File: src/rtl/mem_pkg.sv
// Shared constants for the MAR-side memory responder.
// Holds the default widths, the FSM encoding and the wait-counter width.
package mem_pkg;

  localparam int AW_DEF = 6;
  localparam int DW_DEF = 8;
  localparam int CNT_W  = 4;

  localparam logic [0:0] ST_IDLE = 1'b0;
  localparam logic [0:0] ST_BUSY = 1'b1;

endpackage

File: src/rtl/ram_array_64x8.sv
// Plain storage array for the responder.
// Writes land on the clock edge; reads are combinational.
module ram_array_64x8
  import mem_pkg::*;
#(
  parameter int AW = AW_DEF,
  parameter int DW = DW_DEF
) (
  input  logic          clk,
  input  logic          we,
  input  logic [AW-1:0] addr,
  input  logic [DW-1:0] wdata,
  output logic [DW-1:0] rdata
);

  logic [DW-1:0] mem_q [2**AW];

  always_ff @(posedge clk) begin
    if (we) begin
      mem_q[addr] <= wdata;
    end
  end

  assign rdata = mem_q[addr];

endmodule

File: src/rtl/mem_responder.sv
// Memory responder at the far end of the MAR address path.
// Latches one request, waits WAIT cycles, then completes with a ready pulse.
module mem_responder
  import mem_pkg::*;
#(
  parameter int AW   = AW_DEF,
  parameter int DW   = DW_DEF,
  parameter int WAIT = 1
) (
  input  logic          clk,
  input  logic          rst,
  input  logic [AW-1:0] Addr,
  input  logic [DW-1:0] Din,
  input  logic          RD,
  input  logic          WR,
  output logic [DW-1:0] Dout,
  output logic          ready,
  output logic          busy
);

  logic [0:0]       state_q, state_d;
  logic [CNT_W-1:0] cnt_q, cnt_d;
  logic [AW-1:0]    addr_q, addr_d;
  logic [DW-1:0]    data_q, data_d;
  logic             wr_q, wr_d;
  logic [DW-1:0]    dout_q, dout_d;
  logic             ready_q, ready_d;
  logic             mem_we;
  logic [DW-1:0]    mem_rdata;

  always_comb begin
    state_d = state_q;
    cnt_d   = cnt_q;
    addr_d  = addr_q;
    data_d  = data_q;
    wr_d    = wr_q;
    dout_d  = dout_q;
    ready_d = 1'b0;
    mem_we  = 1'b0;
    unique case (1'b1)
      (state_q == ST_IDLE): begin
        if (RD | WR) begin
          addr_d  = Addr;
          data_d  = Din;
          wr_d    = WR;
          cnt_d   = CNT_W'(WAIT);
          state_d = ST_BUSY;
        end
      end
      default: begin
        if (cnt_q != '0) begin
          cnt_d = cnt_q - 1'b1;
        end else begin
          if (wr_q) begin
            mem_we = 1'b1;
          end else begin
            dout_d = mem_rdata;
          end
          ready_d = 1'b1;
          state_d = ST_IDLE;
        end
      end
    endcase
  end

  always_ff @(posedge clk) begin
    if (!rst) begin
      state_q <= ST_IDLE;
      cnt_q   <= '0;
      addr_q  <= '0;
      data_q  <= '0;
      wr_q    <= 1'b0;
      dout_q  <= '0;
      ready_q <= 1'b0;
    end else begin
      state_q <= state_d;
      cnt_q   <= cnt_d;
      addr_q  <= addr_d;
      data_q  <= data_d;
      wr_q    <= wr_d;
      dout_q  <= dout_d;
      ready_q <= ready_d;
    end
  end

  // a reset landing on the commit edge must not let the write through
  ram_array_64x8 #(
    .AW(AW),
    .DW(DW)
  ) u_ram (
    .clk  (clk),
    .we   (mem_we & rst),
    .addr (addr_q),
    .wdata(data_q),
    .rdata(mem_rdata)
  );

  assign Dout  = dout_q;
  assign ready = ready_q;
  assign busy  = (state_q == ST_BUSY);

endmodule
File: config.mk
export PLATFORM = sky130hd
export DESIGN_NAME = mem_responder
export DESIGN_NICKNAME = d
export VERILOG_FILES = /design/src/rtl/mem_pkg.sv /design/src/rtl/ram_array_64x8.sv /design/src/rtl/mem_responder.sv
export SDC_FILE = /design/constraint.sdc
export NUM_CORES = 1
export LEC_CHECK = 0
export CORE_MARGIN = 2
export CORE_UTILIZATION = 47
export CTS_BUF_LIST = sky130_fd_sc_hd__clkbuf_16
export CTS_CLUSTER_DIAMETER = 50
export CTS_CLUSTER_SIZE = 25
export DETAILED_ROUTE_END_ITERATION = 8
export GPL_TIMING_DRIVEN = 0
export SYNTH_ARGS = -nofsm -noshare
export SYNTH_HDL_FRONTEND = slang
export SYNTH_SLANG_ARGS = --single-unit
File: constraint.sdc
create_clock -name clk -period 2.4 [get_ports clk]
set_clock_uncertainty 0.1 [all_clocks]
set_input_delay 0.48 -clock clk [delete_from_list [all_inputs] [get_ports clk]]
set_output_delay 0.48 -clock clk [all_outputs]
set_load 0.05 [all_outputs]
== Word level (Yosys, flattened, before mapping) ==
Memories as Yosys holds them, arrays and structs flattened. A register that Yosys moved wholly into a read port is not among the register bits.
Index checks and enable logic that the tools add are counted.

* Register bits: 21
* RAM bits: 512
* Input bits: 18
* Output and inout bits: 10
* Word-level logic and storage cells: 33
* Memories: 1

* Add/subtract/negate cells: 1
* Equal/unequal tests: 1
* Mux-type cells: 12
* Bitwise gates (word level): 5
* Reductions and logical operators: 7

{| class="wikitable"
|+ Memory list
! memory !! depth !! width !! rd ports !! clocked after memory_dff !! wr ports !! line !! source
|-
| u_ram.mem_q || 64 || 8 || 1 || 1 || 1 || ram_array_64x8.sv:16 || <nowiki>logic [DW-1:0] mem_q [2**AW];</nowiki>
|}

{| class="wikitable"
|+ Operators with widths
! kind !! number
|-
| $mux 4 || 3
|-
| $mux 1 || 9
|-
| $reduce_and 2->1 || 3
|-
| $reduce_bool 4->1 || 1
|-
| $sub 4x1->4 const B || 1
|-
| $not 1->1 || 3
|-
| $reduce_and 3->1 || 1
|-
| $ne 2x1->1 const B || 1
|-
| $reduce_bool 2->1 || 1
|-
| $and 1x1->1 || 1
|-
| $logic_not 1->1 || 1
|-
| $or 1x1->1 || 1
|}

== Depth between registers and ports, before layout ==
* Word-level depth: 6
* Depth in mapped cells: 9
* Depth with buffers taken out: 7

== Hierarchy ==
From an unflattened synthesis, not the netlist that was laid out.

* Cell total of the unflattened synthesis: 1297
* Area total of the unflattened synthesis: 21459.3 sq um

{| class="wikitable"
|+ Modules (own cells, without submodules)
! module !! times used !! cells an instance !! area each (sq um) !! sequential area each (sq um)
|-
| ram_array_64x8 || 1 || 1163 || 20289.5 || 15374.7
|-
| mem_responder || 1 || 134 || 1169.9 || 580.6
|}

== Worst setup path before layout ==
Ideal clock, no wire load.

* Kind: register to register
* From: register state_q (netlist: busy)
* To: memory u_ram.mem_q[48][0] (netlist bit) (enable)
* Setup time: 370 ps
* Data arrival time: 2040 ps
* Data required time: 1930 ps
* Setup slack: -110 ps
* Stages on the path, launching flop included: 7
* Path buffers: 1
* Clock period less this slack: 2510 ps
* Cells stage by stage: dfxtp_1 and4bb_2 and2_1 clkbuf_1 and3_1 nand2_1 nor2_1

* Cells in the longest elaborated chain, start to end: 4

{| class="wikitable"
|+ RTL lines
! item !! line !! source
|-
| from (decl) || mem_responder.sv:21 || <nowiki>logic [0:0] state_q, state_d;</nowiki>
|-
| from (signal assigned) || mem_responder.sv:76 || <nowiki>state_q <= state_d;</nowiki>
|-
| $mux 1 || mem_responder.sv:40 || <nowiki>unique case (1'b1)</nowiki>
|-
| $and 1x1->1 || mem_responder.sv:92 || <nowiki>.we (mem_we & rst),</nowiki>
|-
| $mux 1 || ram_array_64x8.sv:19 || <nowiki>if (we) begin</nowiki>
|-
| $mux 1 (not written as such) || ram_array_64x8.sv:20 || <nowiki>mem_q[addr] <= wdata;</nowiki>
|-
| to (decl) || ram_array_64x8.sv:16 ||
|}

Every way passes these cells.

== Worst setup path in the final report ==
* From: register addr_q[0]
* To: memory u_ram.mem_q[39][4] (netlist bit) (enable)

{| class="wikitable"
|+ RTL lines
! item !! line !! source
|-
| from (decl) || mem_responder.sv:23 || <nowiki>logic [AW-1:0] addr_q, addr_d;</nowiki>
|-
| from (signal assigned) || mem_responder.sv:78 || <nowiki>addr_q <= addr_d;</nowiki>
|}

Straight into the memory's write port.

==> run metrics <==
status finished, violations left; failing checks negative setup slack; CP max-delay cell dfxtp_2; setup TNS -0.0865 ns; Placement Cell Area ~0.023 mm²; pre-CTS WS -1.85 ns; Syn Inst Count around 1,200; Via Count 13,015; # clock sinks 541; I/O Buffers 27; cts bufs inserted 45; post-synthesis register bit count 541; starting density of the core 0.476; Fmax 0.414 GHz; Power Total 20,600 µW; fraction of layout cells with a size suffix above 1 0.328; I/O pin count 28; post-synthesis sequential area ratio 0.740; Max Cap Viol 0; pin count of the biggest net entering global routing 41; Slew Limit Headroom 0.322; first-pass GRT wire length between 90,000 and 100,000 µm; Setup-failing EPs final 14; period utilization 1.01; Primary FF master, synth edfxtp_1; CP Cell Sequence buf_12 > buf_6 > buf_8 > buf_8 > nand4_1 > buf_4 > buf_4 > nor2_4 > buf_12; Core ar. 0.0453 mm²; drt drc 0; clk slew on worst S/H paths about 0.070 ns; Synth-to-Final Area Change 21.5%; # hold bufs at CTS 0; Die Y between 200 and 250 µm; pwr dens 786 mW/mm²; kind of critical path reg2reg; CTS root buffer clkbuf_16; leak pwr about 0.0084 µW; Worst R2R Setup Slack -0.02 ns; slack of the critical path -0.0184 ns; Worst Setup End Kind flop; Pre-antenna DRT Iters 6; die area 0.0476 mm²; mapped cell area 0.0216 mm²; Net Count, Synth around 1,200; Fin. Hold Viols 0; YS warnings 0; Max FO, Critical Path 10; crit path launch type flop; post-DP HPWL 42,700 µm; Req. time, crit path 2.60 ns; EDFF count, synth about 500; final WL 67,100 µm; post-synthesis cell type count 74; unrepaired setup endpoints after global routing yes; wire length per cell about 33 µm; Total Routing Usage GR 0.285; remaining global-route overflow 0; chip width 218 µm; worst skew pair latency 0.61 ns; fin. max-slew vios 0; vias in the first global route 12,467; Synth async-reset ratio 0; Syn Area/Cell 17.6 µm²; Max stage delay on crit path 0.38 ns; Rows 78; initial antenna violation count 2; fin nets 1,396; TritonCTS clock tree built; Worst EP arrival 2.62 ns; minimum clock period 2.42 ns; Worst Hold Class in2reg; Least-Margin Pin Slew 1.01 ns; filler instances 3,438; Placer Congestion around 0.94; post-route cell area 0.0262 mm²; Via density roughly 6.5; H-tree Lvls 2; Iter 0 DRT Violations 2,061; antenna-violating nets left 0; deepest clock path buffer count 3; VDD IR max between 0.0004 and 0.0005 V
## power by group
group          switching [µW]  total [µW]  internal, µW
registers                 161       10600         10400
logic                    1370        2110           740
clock network            3810        7890          4080
## final timing paths
path | cells after the start | from | end
min | 3 | Din[7] | data_q[7]$_SDFFE_PN0P_
max | 9 | addr_q[0]$_SDFFE_PN0P_ | u_ram.mem_q[39][4]$_DFFE_PP_
max reg2reg | 9 | addr_q[0]$_SDFFE_PN0P_ | u_ram.mem_q[39][4]$_DFFE_PP_
min reg2reg | 2 | cnt_q[0]$_SDFFE_PN0P_ | cnt_q[0]$_SDFFE_PN0P_
## synthesized netlist by cell type (3+ instances only)
library cell  number  area share
a221oi_2           7      0.0049
nor2_1            70       0.012
a221oi_1          38       0.015
edfxtp_1         512        0.71
nand3b_1          17      0.0059
nand4_1            4      0.0012
inv_1              7      0.0012
mux4_2            56       0.058
nor2b_1            6      0.0017
mux2i_1           56       0.026
nand2_1           70       0.012
a21boi_0          19      0.0066
nor3b_1            3      0.0010
o22ai_1           19      0.0055
o21ai_0           21      0.0049
a221o_1            4      0.0019
and3_1             6      0.0017
a211o_1            3      0.0012
and2_1             6      0.0017
buf_12             3      0.0028
nand2b_1           7      0.0020
clkbuf_1          21      0.0037
buf_6             20       0.010
a211oi_1           5      0.0017
mux2_2            24       0.013
or3b_2             9      0.0037
a22o_1             4      0.0016
dfxtp_1           29       0.027
o41a_1             3      0.0016
buf_2             24      0.0056
a222oi_1           3      0.0014
a21oi_1           35      0.0081
buf_4             12      0.0042
a31oi_1           17      0.0049
a22oi_1           23      0.0080
nand3_1           11      0.0026
## cell type report
type / count / area (µm²) / share of cell area
sequential: 541 / 16000 / 0.610
multi-input combinational: 592 / 5790 / 0.221
timing repair buffer: 108 / 1280 / 0.0488
clock buffer: 45 / 1130 / 0.0430
buffer: 79 / 783 / 0.0299
tap: 600 / 751 / 0.0287
clock inverter: 36 / 453 / 0.0173
inverter: 9 / 42.5 / 0.00162
antenna: 1 / 2.50 / 0.0000955
## kinds of logic (layout without fill, tap and decap cells)
family                   count (synthesis)  in the layout  synth area share
other                                    0              1                 0
AND/OR/NAND/NOR                        226            226            0.0527
buffers and inverters                   91            277            0.0291
XOR/XNOR                                 1              1          0.000406
flip-flops                             541            541             0.740
multiplexers                           139            139            0.0988
AO/OA/AOI/OAI                          224            224            0.0780
adder cells (fa/ha/maj)                  2              2           0.00116
## per-layer routing
metal | GRT usage | wire length (µm) | vias up
met4 | 0.123 | 3380 | 0
li1 | - | - | 5260
met2 | 0.428 | 30000 | 892
met5 | 0 | 0 | -
met3 | 0.0749 | 7900 | 200
met1 | 0.395 | 25800 | 6663
## through the flow
stage,util,std cells,hold WS (ns)
final,0.578,2011,0.347
after detailed placement,0.503,1859,0.453
after floorplan,-,1224,0.410
after CTS,0.571,2001,0.334
after global placement,0.499,1851,0.444
after global routing,0.578,2010,0.356
## state kept, by name, indices dropped and copies added, names as in the netlist
register,count
u_ram.mem_q,512
Dout,8
data_q,8
addr_q,6
cnt_q,4
busy,1
ready,1
wr_q,1
## repair_timing
| action | 4_1_cts | 5_1_grt |
|---|---|---|
| setup endpoints to repair | 528 | 308 |
| pin swaps | 42 | 12 |
| resized for setup | 210 | 58 |
| buffers inserted | 63 | 10 |
## worst max-delay path: cells and delay by family, from the launching register on
kind | cells | cell delay, ns
and+or+nand+nor | 2 | 0.33
buffers and inverters | 7 | 1.29
DFF | 1 | 0.38
## cell usage in the layout, fill, tap and decap left out, drive strengths merged, types with 27 or more instances in the layout
| master | count |
|---|---|
| edfxtp | 512 |
| buf | 139 |
| nor2 | 73 |
| nand2 | 70 |
| clkbuf | 66 |
| mux4 | 56 |
| mux2i | 56 |
| a221oi | 45 |
| a21oi | 35 |
| dfxtp | 29 |
| mux2 | 27 |
No activity file was read; power rests on OpenSTA's default activity.
==> RTL change, RTL diff (same settings) <==
Set the package constant `DW_DEF` to 10 (it was 8).
--- a/src/rtl/mem_pkg.sv
+++ b/src/rtl/mem_pkg.sv
@@ -4,5 +4,5 @@
 
   localparam int AW_DEF = 6;
-  localparam int DW_DEF = 8;
+  localparam int DW_DEF = 10;
   localparam int CNT_W  = 4;
 
Ports: changed (resized Din and Dout); port bits go from 28 to 32. The function was not compared with the original's and may differ.
==> RTL change against the original RTL <==
Worst setup slack worse by 42 ps; total power increased by 24%; non-clock buffer count up 67; cell area up 25%; routed wire length increased by 30%; synthesized area up 21%; count of clock-buffer cells in the layout is 10 higher; critical path depth fell by 1; the run still ends with negative setup slack left; core utilization up 1.5 points; largest cell class unchanged; via count rose by 26%; sequential cell count rose by 132.
==> RTL change: results (changes against the original RTL) <==
worst-margin pin slew=786 ps (was 1010 ps); Wirelength per Cell=35.0 µm (was 33.4 µm); routing usage on met3=8.62% (was 7.49%); number of flip-flops in the largest register=640 (was 512); buffers and inverters on the worst path=3 (was 7); Syn Inst Count=1487 (was 1224); Antenna Cells=0 (was 1); IO buf count=31 (was 27); synth cell count leaders=edfxtp_1, nor2_1, mux2i_1 (was edfxtp_1, nand2_1, nor2_1); first-pass GRT wire length=120000 µm (was 94000 µm); FF-to-FF setup slack=-60 ps (was -20 ps); Total Nets Final=1725 (was 1396); drt total wl=87400 µm (was 67100 µm); Hold EP=data_q[3]$_SDFFE_PN0P_ (was data_q[7]$_SDFFE_PN0P_); routed vias/inst=6.59 (was 6.47); post-synthesis sequential area ratio=76.1% (was 74.0%); Reg2Reg Depth=8 (was 9); synth unique cells=59 (was 74); Reg clk slew, reported paths=90 ps (was 70 ps); status=finished with violations (unchanged); r2r endpoint=Dout[9]$_SDFFE_PN0P_ (was u_ram.mem_q[39][4]$_DFFE_PP_); RR Startpoint=addr_q[2]$_SDFFE_PN0P_ (was addr_q[0]$_SDFFE_PN0P_); Final setup viols=37 (was 14); adder and majority gate portion of the synthesized area=0.0958% (was 0.116%); 1st-iter DRT viols=2718 (was 2061); HP Start=Din[3] (was Din[7]); GP Congestion=0.973 (was 0.937); mux share of post-synthesis cell area=8.70% (was 9.88%); CP max stage cell=buf_2 (was dfxtp_2); Placed Instances=2276 (was 1859); GR Util All Layers=30.7% (was 28.5%); Worst VDD drop=0.662 mV (was 0.423 mV); final worst setup slack=-60.6 ps (was -18.4 ps); Pleak=10.5 nW (was 8.39 nW); crit-path max cell delay=460 ps (was 380 ps); area fraction in compound gates after synthesis=8.57% (was 7.80%); Placed Area=27600 µm² (was 22800 µm²); worst skew pair latency=650 ps (was 610 ps); violated checks=negative setup slack (unchanged); vias in the first global route=15701 (was 12467); critical path arrival=2950 ps (was 2620 ps); layout cell share with drive strength beyond 1=30.5% (was 32.8%); met1 Use GR=41.6% (was 39.5%)
## RTL change: changes by cell type in the layout (fill, tap and decap cells not counted), sizes merged, moves of 11 or more
cell    before  now
nor2        73  124
mux2        27   11
a221oi      45  100
nand3b      17    3
clkbuf      66   77
o21ai       22   44
a22oi       23   34
buf        139  201
edfxtp     512  640
mux2i       56  102
## RTL change: cell type report
type	count	area, µm²
plain buffers	93	981
inverters	8	30.0
fillers	3998	22400
multi-input cells	712	6660
well taps	748	936
clock buffers	55	1380
clock inverters	46	577
flip-flops and latches	673	19900
repair buffers	161	2150
## RTL change: cell families (layout without fill, tap and decap cells)
group           count (synthesis)  in the layout
simple gates                  247            247
mux                           163            163
fa+ha+maj                       2              2
flops                         673            673
compound gates                299            299
buf+inv                       102            363
xor+xnor                        1              1
## RTL change: per-stage QoR
step | hold WS (ps) | setup WS [ps] | utilization [%] | TNS (ps)
6_report | 276 | -60.6 | 59.3 | -578
5_1_grt | 293 | -41.0 | 59.3 | -52.8
4_1_cts | 257 | -169 | 58.0 | -6570
3_5_place_dp | 385 | -1740 | 50.1 | -977340
3_3_place_gp | 375 | -1750 | 49.8 | -1139150
2_1_floorplan | 357 | 49.1 | - | 0
## RTL change: how the worst max path moves through the flow
stage,from,endpoint
2_1_floorplan,cnt_q[0]$_SDFFE_PN0P_,u_ram.mem_q[12][0]$_DFFE_PP_
3_3_place_gp,addr_q[2]$_SDFFE_PN0P_,u_ram.mem_q[38][6]$_DFFE_PP_
3_5_place_dp,addr_q[2]$_SDFFE_PN0P_,u_ram.mem_q[38][2]$_DFFE_PP_
4_1_cts,addr_q[2]$_SDFFE_PN0P_,Dout[0]$_SDFFE_PN0P_
5_1_grt,addr_q[2]$_SDFFE_PN0P_,Dout[9]$_SDFFE_PN0P_
6_report,addr_q[2]$_SDFFE_PN0P_,Dout[9]$_SDFFE_PN0P_
## RTL change: what timing repair did
action                     in CTS  in global routing
buffers inserted              102                 18
pin swaps                      67                 25
resized for setup             274                148
setup endpoints to repair     662                650
## RTL change: per-layer routing
metal / part of all wire [%] / vias up / routed length (µm)
met1: 38 / 8400 / 33000
met3: 12 / 301 / 10700
met4: 6.0 / 4 / 5230
li1: - / 6506 / -
met2: 44 / 1249 / 38500
met5: 0.024 / - / 21
## RTL change: worst reg2reg max path: cells and delay by family (launching register included)
kind / cells / cell delay, ps
buf+inv: 3 / 950
simple gates: 1 / 100
compound gates: 4 / 830
flops: 1 / 430
## RTL change: report_power, final
part | internal (mW) | switching, mW | leakage [nW] | total [mW]
clock network | 5.00 | 4.80 | 0.941 | 9.80
registers | 13.0 | 0.173 | 6.25 | 13.1
logic | 0.883 | 1.74 | 3.25 | 2.62
total | 18.8 | 6.71 | 10.5 | 25.6
